--- src/rtl/wb_pkg.sv ---
// Shared writeback types and constants.
//   wb_req_t  : one register-file write (destination + data)
//   REG_X0    : hard-wired zero register, never written
//   WB_ADDR_W : register address width
//   WB_DATA_W : register data width
package wb_pkg;
  localparam int WB_ADDR_W = 5;
  localparam int WB_DATA_W = 32;

  localparam logic [WB_ADDR_W-1:0] REG_X0 = 5'd0;

  typedef struct packed {
    logic [WB_ADDR_W-1:0] rd;
    logic [WB_DATA_W-1:0] data;
  } wb_req_t;
endpackage

--- src/rtl/regfile_wb_arbiter_if.sv ---
// Bus bundle between the completion sources / register file and the
// writeback arbiter.
//   i_alu_*  : ALU completion (valid, rd, data), no back-pressure
//   i_lsu_*  : LSU completion (valid, rd, data), with o_lsu_ready
//   o_rd_*   : register file write port
//   o_alu_stall, o_pending, o_err : hazard / status outputs
// master = sources + register file side, slave = the arbiter.
interface regfile_wb_arbiter_if;
  import wb_pkg::*;

  logic                 i_alu_valid;
  logic [WB_ADDR_W-1:0] i_alu_rd;
  logic [WB_DATA_W-1:0] i_alu_data;
  logic                 i_lsu_valid;
  logic                 o_lsu_ready;
  logic [WB_ADDR_W-1:0] i_lsu_rd;
  logic [WB_DATA_W-1:0] i_lsu_data;
  logic [WB_ADDR_W-1:0] o_rd_addr;
  logic [WB_DATA_W-1:0] o_rd_data;
  logic                 o_rd_wren;
  logic                 o_alu_stall;
  logic [31:0]          o_pending;
  logic                 o_err;

  modport master (
    output i_alu_valid, i_alu_rd, i_alu_data,
    output i_lsu_valid, i_lsu_rd, i_lsu_data,
    input  o_lsu_ready, o_rd_addr, o_rd_data, o_rd_wren,
    input  o_alu_stall, o_pending, o_err
  );

  modport slave (
    input  i_alu_valid, i_alu_rd, i_alu_data,
    input  i_lsu_valid, i_lsu_rd, i_lsu_data,
    output o_lsu_ready, o_rd_addr, o_rd_data, o_rd_wren,
    output o_alu_stall, o_pending, o_err
  );
endinterface

--- src/rtl/wb_fifo.sv ---
// Small synchronous FIFO for LSU writebacks.
//   i_clk, i_reset_n : clock, async active-low reset (empties the FIFO)
//   i_push, i_wdata  : enqueue (caller guarantees not full)
//   i_pop            : dequeue head (caller guarantees not empty)
//   o_head           : current head entry
//   o_count          : number of valid entries
//   o_ent_vld/o_ent_rd : per-slot valid and destination, for pending decode
module wb_fifo
  import wb_pkg::*;
#(
  parameter int DEPTH = 2
) (
  input  logic                                 i_clk,
  input  logic                                 i_reset_n,
  input  logic                                 i_push,
  input  wb_req_t                              i_wdata,
  input  logic                                 i_pop,
  output wb_req_t                              o_head,
  output logic [$clog2(DEPTH+1)-1:0]           o_count,
  output logic [DEPTH-1:0]                     o_ent_vld,
  output logic [DEPTH-1:0][WB_ADDR_W-1:0]      o_ent_rd
);
  localparam int PTR_W = $clog2(DEPTH);
  localparam int CNT_W = $clog2(DEPTH+1);

  wb_req_t [DEPTH-1:0] mem_q;
  logic [PTR_W-1:0]    wr_ptr_q, rd_ptr_q;
  logic [CNT_W-1:0]    cnt_q, cnt_d;
  logic [DEPTH-1:0]    vld_q, vld_d;

  // Per-slot valid bits; a slot never sees push and pop together since a
  // push needs a free slot and a pop needs an occupied one.
  always_comb begin
    vld_d = vld_q;
    if (i_pop)  vld_d[rd_ptr_q] = 1'b0;
    if (i_push) vld_d[wr_ptr_q] = 1'b1;
    cnt_d = cnt_q;
    case ({i_push, i_pop})
      2'b10:   cnt_d = cnt_q + CNT_W'(1);
      2'b01:   cnt_d = cnt_q - CNT_W'(1);
      default: cnt_d = cnt_q;
    endcase
  end

  // Pointers wrap naturally because DEPTH is a power of two.
  always_ff @(posedge i_clk or negedge i_reset_n) begin
    if (!i_reset_n) begin
      mem_q    <= '0;
      wr_ptr_q <= '0;
      rd_ptr_q <= '0;
      cnt_q    <= '0;
      vld_q    <= '0;
    end else begin
      if (i_push) begin
        mem_q[wr_ptr_q] <= i_wdata;
        wr_ptr_q        <= wr_ptr_q + PTR_W'(1);
      end
      if (i_pop) rd_ptr_q <= rd_ptr_q + PTR_W'(1);
      cnt_q <= cnt_d;
      vld_q <= vld_d;
    end
  end

  always_comb begin
    for (int i = 0; i < DEPTH; i++) o_ent_rd[i] = mem_q[i].rd;
  end

  assign o_head    = mem_q[rd_ptr_q];
  assign o_count   = cnt_q;
  assign o_ent_vld = vld_q;
endmodule

--- src/rtl/regfile_wb_arbiter.sv ---
// Writeback arbiter for the single integer register file write port.
// Merges the fixed-latency ALU (priority, no back-pressure) with a FIFO of
// LSU completions. A starvation counter forces a one-cycle ALU stall so the
// FIFO head drains; a pending-write mask is exported for the hazard unit.
//   i_clk, i_reset_n : clock, async active-low reset
//   bus (slave)      : ALU/LSU inputs, register file port, stall/pending/err
// Parameters: DEPTH (LSU FIFO entries, power of two >= 2),
//             MAX_WAIT (lost arbitrations before a forced drain, >= 1).
// Build option: define WB_PENDING_EN to generate o_pending; otherwise it
// is tied to zero.
module regfile_wb_arbiter
  import wb_pkg::*;
#(
  parameter int DEPTH    = 2,
  parameter int MAX_WAIT = 4
) (
  input  logic                 i_clk,
  input  logic                 i_reset_n,
  regfile_wb_arbiter_if.slave  bus
);
  localparam int CNT_W  = $clog2(DEPTH+1);
  localparam int WAIT_W = $clog2(MAX_WAIT+1);

  wb_req_t                         fifo_head, lsu_req, gnt_req;
  logic [CNT_W-1:0]                fifo_cnt;
  logic [DEPTH-1:0]                ent_vld;
  logic [DEPTH-1:0][WB_ADDR_W-1:0] ent_rd;
  logic                            fifo_nempty, lsu_ready, lsu_push;
  logic                            gnt_alu, gnt_fifo, gnt_any;

  wb_req_t          out_q;
  logic             wren_q, wren_d;
  logic [WAIT_W-1:0] wait_q, wait_d;
  logic             stall_q, stall_d;
  logic             err_q, err_d;
  logic [31:0]      pend;

  assign lsu_req   = '{rd: bus.i_lsu_rd, data: bus.i_lsu_data};
  assign lsu_ready = (fifo_cnt < CNT_W'(DEPTH));
  assign lsu_push  = bus.i_lsu_valid && lsu_ready;

  wb_fifo #(.DEPTH(DEPTH)) u_fifo (
    .i_clk     (i_clk),
    .i_reset_n (i_reset_n),
    .i_push    (lsu_push),
    .i_wdata   (lsu_req),
    .i_pop     (gnt_fifo),
    .o_head    (fifo_head),
    .o_count   (fifo_cnt),
    .o_ent_vld (ent_vld),
    .o_ent_rd  (ent_rd)
  );

  // Count is registered, so an entry pushed this cycle is not visible to
  // the grant until next cycle (no bypass).
  assign fifo_nempty = (fifo_cnt != '0);

  always_comb begin
    gnt_alu  = 1'b0;
    gnt_fifo = 1'b0;
    if (stall_q)               gnt_fifo = fifo_nempty;
    else if (bus.i_alu_valid)  gnt_alu  = 1'b1;
    else                       gnt_fifo = fifo_nempty;
    gnt_any = gnt_alu | gnt_fifo;
    gnt_req = gnt_alu ? wb_req_t'{rd: bus.i_alu_rd, data: bus.i_alu_data} : fifo_head;
    wren_d  = gnt_any && (gnt_req.rd != REG_X0);
    // Counter can only reach MAX_WAIT while the head is still queued, so
    // the forced-drain cycle always has a head to grant.
    wait_d  = (fifo_nempty && !gnt_fifo) ? wait_q + WAIT_W'(1) : '0;
    stall_d = (wait_d == WAIT_W'(MAX_WAIT));
    err_d   = err_q | (stall_q & bus.i_alu_valid);
  end

  always_ff @(posedge i_clk or negedge i_reset_n) begin
    if (!i_reset_n) begin
      out_q   <= '0;
      wren_q  <= 1'b0;
      wait_q  <= '0;
      stall_q <= 1'b0;
      err_q   <= 1'b0;
    end else begin
      if (gnt_any) out_q <= gnt_req;
      wren_q  <= wren_d;
      wait_q  <= wait_d;
      stall_q <= stall_d;
      err_q   <= err_d;
    end
  end

`ifdef WB_PENDING_EN
  always_comb begin
    pend = '0;
    for (int i = 0; i < DEPTH; i++) if (ent_vld[i]) pend[ent_rd[i]] = 1'b1;
    if (wren_q) pend[out_q.rd] = 1'b1;
    pend[0] = 1'b0;
  end
`else
  logic unused_pend;
  assign unused_pend = ^{ent_vld, ent_rd};
  assign pend        = 32'h0;
`endif

  assign bus.o_lsu_ready = lsu_ready;
  assign bus.o_rd_addr   = out_q.rd;
  assign bus.o_rd_data   = out_q.data;
  assign bus.o_rd_wren   = wren_q;
  assign bus.o_alu_stall = stall_q;
  assign bus.o_pending   = pend;
  assign bus.o_err       = err_q;
endmodule

--- src/flat_wrapper.sv ---
// flat-port wrapper written by rule: the top's interface ports become plain ports
module regfile_wb_arbiter_flat import wb_pkg::*;
#(
  parameter int DEPTH    = 2,
  parameter int MAX_WAIT = 4
)
  (i_clk, i_reset_n, bus_i_alu_valid, bus_i_alu_rd, bus_i_alu_data, bus_i_lsu_valid, bus_i_lsu_rd, bus_i_lsu_data, bus_o_lsu_ready, bus_o_rd_addr, bus_o_rd_data, bus_o_rd_wren, bus_o_alu_stall, bus_o_pending, bus_o_err);
  regfile_wb_arbiter_if bus_i ();
  input  logic i_clk;
  input  logic i_reset_n;
  input wire logic [$bits(bus_i.i_alu_valid)-1:0] bus_i_alu_valid;
  input wire logic [$bits(bus_i.i_alu_rd)-1:0] bus_i_alu_rd;
  input wire logic [$bits(bus_i.i_alu_data)-1:0] bus_i_alu_data;
  input wire logic [$bits(bus_i.i_lsu_valid)-1:0] bus_i_lsu_valid;
  input wire logic [$bits(bus_i.i_lsu_rd)-1:0] bus_i_lsu_rd;
  input wire logic [$bits(bus_i.i_lsu_data)-1:0] bus_i_lsu_data;
  output wire logic [$bits(bus_i.o_lsu_ready)-1:0] bus_o_lsu_ready;
  output wire logic [$bits(bus_i.o_rd_addr)-1:0] bus_o_rd_addr;
  output wire logic [$bits(bus_i.o_rd_data)-1:0] bus_o_rd_data;
  output wire logic [$bits(bus_i.o_rd_wren)-1:0] bus_o_rd_wren;
  output wire logic [$bits(bus_i.o_alu_stall)-1:0] bus_o_alu_stall;
  output wire logic [$bits(bus_i.o_pending)-1:0] bus_o_pending;
  output wire logic [$bits(bus_i.o_err)-1:0] bus_o_err;
  assign bus_i.i_alu_valid = bus_i_alu_valid;
  assign bus_i.i_alu_rd = bus_i_alu_rd;
  assign bus_i.i_alu_data = bus_i_alu_data;
  assign bus_i.i_lsu_valid = bus_i_lsu_valid;
  assign bus_i.i_lsu_rd = bus_i_lsu_rd;
  assign bus_i.i_lsu_data = bus_i_lsu_data;
  assign bus_o_lsu_ready = bus_i.o_lsu_ready;
  assign bus_o_rd_addr = bus_i.o_rd_addr;
  assign bus_o_rd_data = bus_i.o_rd_data;
  assign bus_o_rd_wren = bus_i.o_rd_wren;
  assign bus_o_alu_stall = bus_i.o_alu_stall;
  assign bus_o_pending = bus_i.o_pending;
  assign bus_o_err = bus_i.o_err;
  regfile_wb_arbiter #(.DEPTH(DEPTH), .MAX_WAIT(MAX_WAIT)) u_core (.i_clk(i_clk), .i_reset_n(i_reset_n), .bus(bus_i));
endmodule
--- config.mk ---
export PLATFORM = sky130hd
export DESIGN_NAME = regfile_wb_arbiter_flat
export DESIGN_NICKNAME = d
export VERILOG_FILES = /design/src/rtl/wb_pkg.sv /design/src/rtl/regfile_wb_arbiter_if.sv /design/src/rtl/wb_fifo.sv /design/src/rtl/regfile_wb_arbiter.sv /design/src/flat_wrapper.sv
export SDC_FILE = /design/constraint.sdc
export NUM_CORES = 1
export LEC_CHECK = 0
export BUFFER_PORTS_ARGS = -buffer_cell sky130_fd_sc_hd__buf_2
export CELL_PAD_IN_SITES_DETAIL_PLACEMENT = 0
export CELL_PAD_IN_SITES_GLOBAL_PLACEMENT = 1
export CORE_MARGIN = 4
export CORE_UTILIZATION = 41
export DETAILED_ROUTE_END_ITERATION = 7
export MAX_ROUTING_LAYER = met4
export PLACE_DENSITY_LB_ADDON = 0.3
export SETUP_SLACK_MARGIN = 0.05
export SYNTH_ARGS = -nofsm -noshare
export SYNTH_HDL_FRONTEND = slang
export SYNTH_HIERARCHICAL = 1
export SYNTH_SLANG_ARGS = --single-unit
export TNS_END_PERCENT = 20
--- constraint.sdc ---
create_clock -name i_clk -period 2.4 [get_ports i_clk]
set_input_delay 0.24 -clock i_clk [delete_from_list [all_inputs] [get_ports i_clk]]
set_output_delay 0.24 -clock i_clk [all_outputs]
set_load 0.005 [all_outputs]
**Word level (Yosys, flattened, before mapping)**

Index checks and enable logic that the tools add are counted.

- Add/sub/neg operators: 5
- Magnitude comparators: 4
- Equality and inequality tests: 3
- Mux-type cells: 12
- Bitwise gates (word level): 3
- Reductions and logical operators: 8

Operators by type and width:

| cell | count |
|---|---|
| $mux 37 | 4 |
| $bwmux 74 | 1 |
| $demux 37 s1 | 1 |
| $reduce_bool 5->1 | 1 |
| $logic_and 1x1->1 | 4 |
| $lt 1x2->1 const B | 2 |
| $mux 1 | 4 |
| $pmux 2 s2 | 1 |
| $reduce_bool 2->1 | 2 |
| $add 3x1->3 const B | 1 |
| $eq 3x3->1 const B | 1 |
| $mux 3 | 1 |
| $add 1x1->1 const B | 2 |
| $add 2x1->2 const B | 1 |
| $eq 2x1->1 const B | 1 |
| $eq 2x2->1 const B | 1 |
| $lt 2x2->1 const B | 1 |
| $or 1x1->1 | 2 |
| $sub 2x1->2 const B | 1 |
| $and 1x1->1 | 1 |
| $ge 1x1->1 const B | 1 |
| $logic_not 1->1 | 1 |

- Register bits: 121
- Bits of input ports: 78
- Word-level logic and storage cells: 48

**Depth between registers and ports, before layout**

Gate-level depths: netlist of run 1.

- Word-level depth: 7
- Gate-level depth with buffers: 7

**Cells and area by module**

The synthesis of run 1 kept the hierarchy.

Modules (own cells, without submodules):

| module | times used | cells each | area each (um^2) | sequential area each (um^2) |
|---|---|---|---|---|
| wb_fifo | 1 | 228 | 3,517.1 | 2,001.9 |
| regfile_wb_arbiter | 1 | 222 | 2,299.7 | 1,076.0 |

**Least setup slack after synthesis of run 1**

OpenSTA, ideal clock, no wires.

- Path kind: register to register
- Start point: register u_core.u_fifo.rd_ptr_q
- End point: register u_core.wren_q (netlist: u_core/bus.o_rd_wren)
- Library setup time: 124 ps
- Arrival time: 1,593 ps
- Data required time: 2,276 ps
- Setup slack: 683 ps
- Cell stages (with the launch flop): 6
- Buffers on the path: 1
- Clock period less this slack: 1,717 ps
- Cells stage by stage: dfrtp_1 -> buf_2 -> mux2_2 -> or4_1 -> o22ai_1 -> o21ai_1

RTL lines:

| item | line | source |
|---|---|---|
| from (decl) | wb_fifo.sv:27 | `logic [PTR_W-1:0] wr_ptr_q, rd_ptr_q;` |
| from (signal assigned) | wb_fifo.sv:58 | `if (i_pop) rd_ptr_q <= rd_ptr_q + PTR_W'(1);` |
| to (signal assigned) | regfile_wb_arbiter.sv:83 | `wren_q <= wren_d;` |
| to (decl) | regfile_wb_arbiter.sv:32 | `logic wren_q, wren_d;` |

**Worst setup path in the final report of run 1**

- Start point: register u_core.u_fifo.cnt_q[1] (netlist: u_core/u_fifo/o_count[1])
- End point: register u_core/u_fifo/mem_q[56] (netlist name)

- Cells in the longest elaborated chain, start to end: 2

RTL lines:

| item | line | source |
|---|---|---|
| from (decl) | wb_fifo.sv:28 | `logic [CNT_W-1:0] cnt_q, cnt_d;` |
| from (signal assigned) | wb_fifo.sv:59 | `cnt_q <= cnt_d;` |
| $lt 2x2->1 | regfile_wb_arbiter.sv:39 | `assign lsu_ready = (fifo_cnt < CNT_W'(DEPTH));` |
| $logic_and 1x1->1 | regfile_wb_arbiter.sv:40 | `assign lsu_push = bus.i_lsu_valid && lsu_ready;` |
| net u_core.lsu_push | regfile_wb_arbiter.sv:28 | `logic fifo_nempty, lsu_ready, lsu_push;` |
| to (signal, indexed assignment) | wb_fifo.sv:55 | `mem_q[wr_ptr_q] <= i_wdata;` |
| to (decl) | wb_fifo.sv:26 | `wb_req_t [DEPTH-1:0] mem_q;` |

The timed path passes the listed nets, and every way through them passes these cells.
A chain may end at the register's enable or synchronous reset.

==> results.sh, run 1 <==
export IMPL_status="complete, no violations"
export IMPL_slowest_stage="dfrtp_1"
export IMPL_p_leak_uw=0.003262
export IMPL_worst_pin_slew_ps=533.0
export IMPL_tritoncts="built"
export IMPL_place_area_um2=6329
export IMPL_routed_via_density=4.895
export IMPL_stdcell_area_um2=6975
export IMPL_whs_path_depth=3
export IMPL_wl_per_cell_um=16.42
export IMPL_cts_root_buffer="clkbuf_16"
export IMPL_min_delay_start="bus_i_alu_data[6]"
export IMPL_p_per_area_nw_per_um2=1338
export IMPL_rrSetupSlack_ps=440
export IMPL_grt_max_degree=47
export IMPL_fin_ws_ps=440.1
export IMPL_grt_pass1_vias=3860
export IMPL_arrival_ps=2240
export IMPL_drtIter0Drc=162
export IMPL_cp_required_ps=2680
export IMPL_crit_family="simple AND/OR/NAND/NOR gates"
export IMPL_drt_first_pass_iters=4
export IMPL_slowest_delay_ps=480
export IMPL_crit_buf_inv=1
export IMPL_syn_area_per_cell_um2=13.12
export IMPL_num_rows=42
export IMPL_maxCapViolCount=0
export IMPL_min_period_over_period_pct=81.66
export IMPL_min_to="u_core/bus.o_rd_data[6]$_DFFE_PN0P_"
export IMPL_r2r_start="u_core/u_fifo/o_count[1]$_DFFE_PN0P_"
export IMPL_finalHoldViolCount=0
export IMPL_drive_gt1_share_pct=45.25
export IMPL_final_cells=744
export IMPL_crit_type="reg2reg"
export IMPL_start_util_pct=42.29
export IMPL_grt_overflow_total=0
export IMPL_antenna_found_initial=0
export IMPL_place_ws_ps=430.7
export IMPL_worst_setup_path_end_kind="register"
export IMPL_ioPinCount=151
export IMPL_gp_congestion=0.7604
export IMPL_relSlewSlack_pct=64.40
export IMPL_place_inst=711
export IMPL_ff2ff_path_depth=4
export IMPL_dieArea_um2=15770
export IMPL_slew_viol_final=0
export IMPL_fmax_ghz=0.5102
export IMPL_vias=3642
export IMPL_die_w_um=125.6
export IMPL_ant_nets=0
export IMPL_grt_pass1_wl_mm=20.15
export IMPL_critPathLaunchType="register"
export IMPL_cts_clk_slew_worst_paths_ps=50
export IMPL_rsz0062_at_grt="false"
export IMPL_portBuffers=118
export IMPL_cts_max_level=4
export IMPL_dp_hpwl_mm=8.621
export IMPL_dieHeight_um=125.6
export IMPL_drc_errors=0
export IMPL_nNetsFinal=635
export IMPL_finalSetupTns_ps=0
export IMPL_routed_wl_mm=12.22
export IMPL_syn_to_final_growth_pct=23.10
export IMPL_cp_max_fo=20
export IMPL_cts_buffers=17
export IMPL_crit_chain="nor2b_1, nand2_2, buf_12, mux2_1"
export IMPL_grt_use_total_pct=16.76
export IMPL_setup_viol=0
export IMPL_vdd_drop_max_uv=621.3
export IMPL_fillers=1185
export IMPL_hp_class="in2reg"
export IMPL_diodes=0
export IMPL_core_area_um2=13400
export IMPL_multiInputGateArea_um2=2331
export IMPL_yosysWarningCount=6
export IMPL_cts_sinks=121
export IMPL_min_period_ps=1960
export IMPL_post_cts_buffers=0
export IMPL_whs_ps=44.60
export IMPL_clkLatencyLatePin_ps=400
export IMPL_regArea_um2=3029
export IMPL_synthCells=432
export IMPL_skew_ps=6.457
export IMPL_reg2reg_to="u_core/u_fifo/mem_q[56]$_DFFE_PN0P_"
export IMPL_clock_path_buffers=2
export IMPL_netlist_area_um2=5667
## metrics by stage
step / util (%) / power (uW)
floorplan: - / 5757
global placement: 47.23 / 6624
detailed placement: 47.23 / 6750
CTS: 52.05 / 9484
global route: 52.05 / 9971
finish: 52.05 / 9331
## timing repair
item / CTS / global route
hold endpoints to repair: 20 / 0
hold buffers: 1 / 0
gates resized for setup: 0 / 0
## cells in the final DEF (no fill, tap or decap), types with 4 or more instances in the layout
cell type,n
dfrtp_1,120
buf_2,117
mux2_2,90
mux2i_1,37
nand3_1,36
o21ai_1,34
conb_1,32
mux2_1,21
clkbuf_16,17
buf_4,10
clkbuf_8,7
o21ai_0,5
buf_12,4
## power breakdown
part           leakage, uW  internal (uW)  switching, uW
Clock             0.000313           1820            839
Sequential         0.00144           3070            539
Combinational      0.00151           1710           1350
Total              0.00326           6600           2730
## state kept, by name, indices dropped and copies added, names as in the netlist
register                count
u_core/bus.o_rd_wren        1
u_core/u_fifo/wr_ptr_q      1
u_core/bus.o_alu_stall      1
u_core/bus.o_err            1
u_core/u_fifo/o_count       2
u_core/u_fifo/mem_q        64
u_core/bus.o_rd_data       32
u_core/u_fifo/o_ent_rd     10
u_core/u_fifo/rd_ptr_q      1
u_core/wait_q               3
u_core/bus.o_rd_addr        5
## metal layers
layer	vias up	global-route usage (%)	share of wire [%]
li1	1723	-	-
met1	1794	20.56	42
met2	114	26.68	50
met3	11	4.989	6.3
met4	0	5.421	1.1
met5	-	-	0
## worst min-delay path: stages
cell,delay [ps]
buf_2,80
nand2_1,30
o21ai_0,50
## worst max-delay path by stage
stage                                         startpoint                             endpoint  cells after the start
detailed placement  u_core/u_fifo/o_count[1]$_DFFE_PN0P_  u_core/u_fifo/mem_q[56]$_DFFE_PN0P_                      4
CTS                 u_core/u_fifo/o_count[1]$_DFFE_PN0P_  u_core/u_fifo/mem_q[56]$_DFFE_PN0P_                      4
global route        u_core/u_fifo/o_count[1]$_DFFE_PN0P_  u_core/u_fifo/mem_q[56]$_DFFE_PN0P_                      4
global placement    u_core/u_fifo/o_count[1]$_DFFE_PN0P_  u_core/u_fifo/mem_q[62]$_DFFE_PN0P_                      4
floorplan             u_core/u_fifo/rd_ptr_q$_DFFE_PN0P_       u_core/bus.o_rd_wren$_DFF_PN0_                      5
finish              u_core/u_fifo/o_count[1]$_DFFE_PN0P_  u_core/u_fifo/mem_q[56]$_DFFE_PN0P_                      4
## cell type report
class | count | area share (%)
flip-flops and latches | 121 | 43.43
clock buffers | 26 | 7.587
multi-input cells | 281 | 33.42
well taps | 176 | 3.157
inverters | 2 | 0.1076
clock inverters | 6 | 1.543
repair buffers | 132 | 10.76
Power figures use the tool's default switching activity.
==> run 2, diff against run 1 <==
ABC_AREA = 1   (was unset)
CORE_UTILIZATION = 35   (was 41)
clock period = 1.8 ns   (was 2.4 ns; I/O delays follow)
==> run 2 against run 1 <==
Net effect: fmax up 26%; cell area down 1.7%; sequential cell count unchanged; synthesized area rose by 0.22%; combinational power increased by 29%; register-to-register slack got worse by 190 ps; sequential share of layout area is 0.72 points higher; sequential power rose by 29%; count of clock-buffer cells in the layout grew 1; critical path depth up 1; power grew 23%; core utilization shrank 8.9 points; critical path type unchanged; largest power group unchanged.
==> results.sh, run 2 <==
export IMPL_status="complete, no violations"
export IMPL_grt_overflow_total=0
export IMPL_ant_nets=0
export IMPL_final_cell_mix="nand2_1, dfrtp_1, buf_2"
export IMPL_min_delay_start="bus_i_alu_data[31]"
export IMPL_setup_viol=0
export IMPL_vdd_drop_max_uv=749.0
export IMPL_clock_path_buffers=2
export IMPL_vias=4645
export IMPL_r2r_start="u_core/u_fifo/o_count[1]$_DFFE_PN0P_"
export IMPL_cts_clk_slew_worst_paths_ps=50
export IMPL_grt_max_degree=122
export IMPL_grt_pass1_vias=4536
export IMPL_maxCapViolCount=0
export IMPL_dieArea_um2=18330
export IMPL_fin_ws_ps=245.8
export IMPL_ioPinCount=151
export IMPL_synthCells=692
export IMPL_hp_class="in2reg"
export IMPL_cts_max_level=4
export IMPL_min_period_ps=1554
export IMPL_place_ws_ps=111.5
export IMPL_routed_via_density=4.488
export IMPL_worst_pin_slew_ps=682.6
export IMPL_routed_wl_mm=14.76
export IMPL_cts_root_buffer="clkbuf_16"
export IMPL_clkLatencyLatePin_ps=410
export IMPL_tritoncts="built"
export IMPL_syn_to_final_growth_pct=20.78
export IMPL_core_area_um2=15890
export IMPL_netlist_area_um2=5679
export IMPL_dp_hpwl_mm=9.714
export IMPL_grt_pass1_wl_mm=23.45
export IMPL_cts_buffers=17
export IMPL_finalHoldViolCount=0
export IMPL_drt_first_pass_iters=5
export IMPL_slew_viol_final=0
export IMPL_fmax_ghz=0.6434
export IMPL_cp_max_fo=38
export IMPL_num_rows=46
export IMPL_worst_setup_path_end_kind="register"
export IMPL_regMostFlops="u_core/u_fifo/mem_q"
export IMPL_start_util_pct=35.75
export IMPL_cts_sinks=121
export IMPL_crit_type="reg2reg"
export IMPL_arrival_ps=1820
export IMPL_rsz0062_at_grt="false"
export IMPL_p_leak_uw=0.003717
export IMPL_finalSetupTns_ps=0
export IMPL_wl_per_cell_um=14.26
export IMPL_drive_gt1_share_pct=21.37
export IMPL_die_w_um=135.4
export IMPL_fillers=1661
export IMPL_cp_required_ps=2060
export IMPL_nNetsFinal=887
export IMPL_crit_start="u_core/u_fifo/o_count[1]$_DFFE_PN0P_"
export IMPL_gp_congestion=0.8072
export IMPL_largest_reg_flops=64
export IMPL_diodes=0
export IMPL_portBuffers=118
export IMPL_syn_area_per_cell_um2=8.207
export IMPL_dieHeight_um=135.4
export IMPL_drc_errors=0
export IMPL_yosysWarningCount=6
export IMPL_critPathLaunchType="register"
export IMPL_min_period_over_period_pct=86.34
export IMPL_grt_use_total_pct=16.76
export IMPL_relSlewSlack_pct=54.50
export IMPL_drtIter0Drc=283
export IMPL_antenna_found_initial=0
export IMPL_skew_ps=6.770
export IMPL_final_common_cell="nand2_1"
export IMPL_p_per_area_nw_per_um2=1675
-- run 2: what timing repair did --
item	4_1_cts	5_1_grt
setup buffers	0	0
setup endpoints to repair	0	38
gates resized for setup	0	1
endpoints found under the hold margin	123	0
hold buffers	3	0
-- run 2: final timing paths --
kind	to	slack, ps	depth (start not counted)
max in group asynchronous	u_core/u_fifo/mem_q[59]$_DFFE_PN0P_	880	3
min in group asynchronous	u_core/u_fifo/mem_q[42]$_DFFE_PN0P_	380	3
max	u_core/u_fifo/mem_q[31]$_DFFE_PN0P_	250	5
min	u_core/bus.o_rd_data[31]$_DFFE_PN0P_	20	3
max reg2reg	u_core/u_fifo/mem_q[31]$_DFFE_PN0P_	250	5
min reg2reg	u_core/wait_q[0]$_DFF_PN0_	440	1
-- run 2: final cells by class --
class	count	area, um^2	area share [%]
Multi-Input combinational cell	473	2085	30.39
Sequential cell	121	3028	44.14
Tap cell	216	270.3	3.940
Clock inverter	4	20.02	0.2919
Timing Repair Buffer	134	758.2	11.05
Inverter	60	225.2	3.283
Clock buffer	27	473.0	6.895
-- run 2: metrics by stage --
step	instance area [um^2]	std cells	power, uW	hold slack (ps)	utilization, %
final	6859	1035	11490	17.64	43.18
after detailed placement	6327	1000	8647	337.4	39.83
after global placement	6327	1000	8502	325.7	39.83
after floorplan	5796	723	7274	-115.6	-
after CTS	6850	1034	11590	0.2719	43.12
after global routing	6859	1035	12460	9.705	43.18
-- run 2: worst max-delay path: stages (launching register included) --
cell	delay [ps]
dfrtp_1	440
nor2_1	230
inv_2	100
or2_4	410
nand2_1	120
o21ai_0	90
-- run 2: layer usage --
| layer | vias to the layer above | share of wire, % | GRT usage [%] |
|---|---|---|---|
| met2 | 139 | 46 | 25.14 |
| met3 | 6 | 5.6 | 3.975 |
| met5 | - | 0 | - |
| met4 | 0 | 0.41 | 5.039 |
| li1 | 2327 | - | - |
| met1 | 2173 | 48 | 22.74 |
-- run 2: where the power goes --
| group | internal [uW] | total, uW | leakage, uW | switching [uW] |
|---|---|---|---|---|
| Clock | 1770 | 2880 | 0.000243 | 1100 |
| Sequential | 3980 | 4660 | 0.00150 | 680 |
| Combinational | 1520 | 3950 | 0.00198 | 2430 |
==> run 3, diff against run 2 <==
CORE_UTILIZATION = 39   (was 35)
clock period = 1.6 ns   (was 1.8 ns; I/O delays follow)
==> run 3 against run 2 <==
Net effect: fmax is 5.5% higher; sequential share of layout area is 2.1 points lower; non-clock buffer count rose by 28; setup slack got worse by 120 ps; cell count is 0.87% lower; worst hold slack got worse by 4.7 ps; core utilization rose by 7.9 points; critical path depth is 4 higher; count of clock-buffer cells in the layout rose by 3; power grew 16%; register-to-register slack worse by 120 ps; critical path type unchanged; first-iteration DRC count grew 20%.
==> results.sh, run 3 (synthesis gave the netlist of run 2 again) <==
export IMPL_status="complete, no violations"
export IMPL_rsz0062_at_grt="true"
export IMPL_grt_overflow_total=0
export IMPL_place_area_um2=6360
export IMPL_dieArea_um2=16560
export IMPL_finalHoldViolCount=0
export IMPL_power_internal_uw=8570
export IMPL_crit_chain="nor2_4, inv_1, nand2_1, inv_1, ha_1, inv_1, nand3_1, nand2_1, nand2_1"
export IMPL_crit_type="reg2reg"
export IMPL_gp_congestion=0.7774
export IMPL_vias=4763
export IMPL_grt_max_degree=76
export IMPL_core_area_um2=14100
export IMPL_tritoncts="built"
export IMPL_final_cell_mix="nand2_1, dfrtp_1, buf_2"
export IMPL_min_delay_start="bus_i_lsu_data[29]"
export IMPL_cts_root_buffer="clkbuf_16"
export IMPL_clkLatencyLatePin_ps=410
export IMPL_start_util_pct=40.29
export IMPL_slowest_stage="dfrtp_2"
export IMPL_ioPinCount=151
export IMPL_cts_max_level=4
export IMPL_wl_per_cell_um=14.02
export IMPL_r2r_start="u_core/u_fifo/o_count[1]$_DFFE_PN0P_"
export IMPL_grt_use_total_pct=18.61
export IMPL_clkPwrFrac_pct=26.2
export IMPL_cts_clk_slew_worst_paths_ps=50
export IMPL_grt_pass1_vias=4743
export IMPL_largest_reg_flops=64
export IMPL_grtUsageMet1_pct=25.41
export IMPL_post_cts_buffers=0
export IMPL_combinationalPowerShare_pct=34.4
export IMPL_min_to="u_core/u_fifo/mem_q[29]$_DFFE_PN0P_"
export IMPL_portBuffers=118
export IMPL_critPathLaunchType="register"
export IMPL_drt_first_pass_iters=5
export IMPL_finalSetupTns_ps=0
export IMPL_p_leak_uw=0.003884
export IMPL_min_period_ps=1473
export IMPL_drc_errors=0
export IMPL_routed_wl_mm=14.39
export IMPL_num_rows=43
export IMPL_routed_via_density=4.642
export IMPL_regMostFlops="u_core/u_fifo/mem_q"
export IMPL_whs_path_depth=3
export IMPL_slowest_delay_ps=450
export IMPL_final_cells=1026
export IMPL_reg2reg_to="u_core/u_fifo/o_count[1]$_DFFE_PN0P_"
export IMPL_drive_gt1_share_pct=21.39
export IMPL_arrival_ps=1770
export IMPL_worst_setup_path_end_kind="register"
export IMPL_busiest_layer="met2"
export IMPL_cts_sinks=121
export IMPL_clock_path_buffers=2
export IMPL_ant_nets=0
export IMPL_die_w_um=128.7
export IMPL_vdd_drop_max_uv=1103
export IMPL_cp_required_ps=1900
export IMPL_min_period_over_period_pct=92.07
export IMPL_seqPwrFrac_pct=39.4
export IMPL_cts_buffers=17
export IMPL_nNetsFinal=914
export IMPL_antenna_found_initial=0
export IMPL_stdcell_area_um2=7207
export IMPL_fmax_ghz=0.6788
export IMPL_place_inst=966
export IMPL_hp_class="in2reg"
export IMPL_syn_to_final_growth_pct=26.90
export IMPL_cp_max_fo=5
export IMPL_p_sw_uw=4730
export IMPL_final_common_cell="nand2_1"
export IMPL_rrSetupSlack_ps=130
export IMPL_dp_hpwl_mm=9.902
export IMPL_dieHeight_um=128.7
export IMPL_setup_viol=0
export IMPL_ff2ff_path_depth=9
export IMPL_drtIter0Drc=339
export IMPL_swShare_pct=35.56
export IMPL_grt_pass1_wl_mm=23.60
export IMPL_skew_ps=7.593
export IMPL_grt_util_met2_pct=28.05
export IMPL_maxCapViolCount=0
export IMPL_slew_viol_final=0
export IMPL_grt_use_met3_pct=3.944
export IMPL_p_per_area_nw_per_um2=1846
export IMPL_diodes=0
[run 3: cell count changes in the layout (fill, tap and decap cells not counted), moves of 3 or more]
cell / previous run / this run
buf_12: 3 / 8
buf_4: 11 / 7
clkbuf_1: 9 / 6
clkbuf_8: 1 / 7
clkinv_2: 4 / 1
dlygate4sd3_1: 3 / 29
[run 3: cell type report]
cell class / instances / area (um^2)
inverters: 60 / 225.2
clock buffers: 30 / 544.3
well taps: 180 / 225.2
multi-input cells: 472 / 2078
clock inverters: 1 / 5.005
repair buffers: 162 / 1100
flip-flops and latches: 121 / 3029
fillers: 1384 / 6889
[run 3: worst max-delay path by stage]
stage | from | end | slack [ps] | cells past startpoint
2_1_floorplan | u_core/bus.o_alu_stall$_DFF_PN0_ | u_core/u_fifo/o_count[1]$_DFFE_PN0P_ | 150 | 10
3_3_place_gp | u_core/u_fifo/o_count[1]$_DFFE_PN0P_ | u_core/u_fifo/mem_q[0]$_DFFE_PN0P_ | 160 | 6
3_5_place_dp | u_core/u_fifo/o_count[1]$_DFFE_PN0P_ | u_core/u_fifo/o_ent_rd[4]$_DFFE_PN0P_ | 90 | 6
4_1_cts | u_core/u_fifo/o_count[1]$_DFFE_PN0P_ | u_core/u_fifo/o_ent_rd[4]$_DFFE_PN0P_ | 80 | 6
5_1_grt | u_core/u_fifo/o_count[1]$_DFFE_PN0P_ | u_core/u_fifo/o_count[1]$_DFFE_PN0P_ | 30 | 9
6_report | u_core/u_fifo/o_count[1]$_DFFE_PN0P_ | u_core/u_fifo/o_count[1]$_DFFE_PN0P_ | 130 | 9
[run 3: what timing repair did]
action,CTS,global route
hold buffers,29,0
hold endpoints to repair,53,0
setup endpoints to repair,0,66
gates resized for setup,0,3
[run 3: power by group through the flow]
stage	logic (uW)	registers, uW	clock network, uW
floorplan	3000	5180	0
global placement	4410	5240	0
detailed placement	4540	5290	0
CTS	4610	5250	3550
global route	5280	5440	3690
finish	4570	5240	3490
[run 3: per-stage QoR]
step | worst slack [ps] | util (%) | power, uW | hold slack, ps
after floorplan | 152.4 | - | 8183 | -135.6
after global placement | 156.1 | 45.12 | 9651 | 113.4
after detailed placement | 85.65 | 45.12 | 9828 | 113.0
after CTS | 76.15 | 51.07 | 13410 | 0.009409
after global routing | 25.78 | 51.13 | 14410 | 10.33
final | 126.9 | 51.13 | 13300 | 12.98
[run 3: layer usage]
metal,share of wire (%),up-vias
met4,0.88,0
li1,-,2376
met5,0,-
met2,46,148
met1,47,2227
met3,6.4,12
[run 3: critical path: cells and delay by family, from the launching register on]
kind / cells / cell delay (ps)
simple gates: 5 / 390
flops: 1 / 450
buf+inv: 3 / 210
fa+ha+maj: 1 / 310
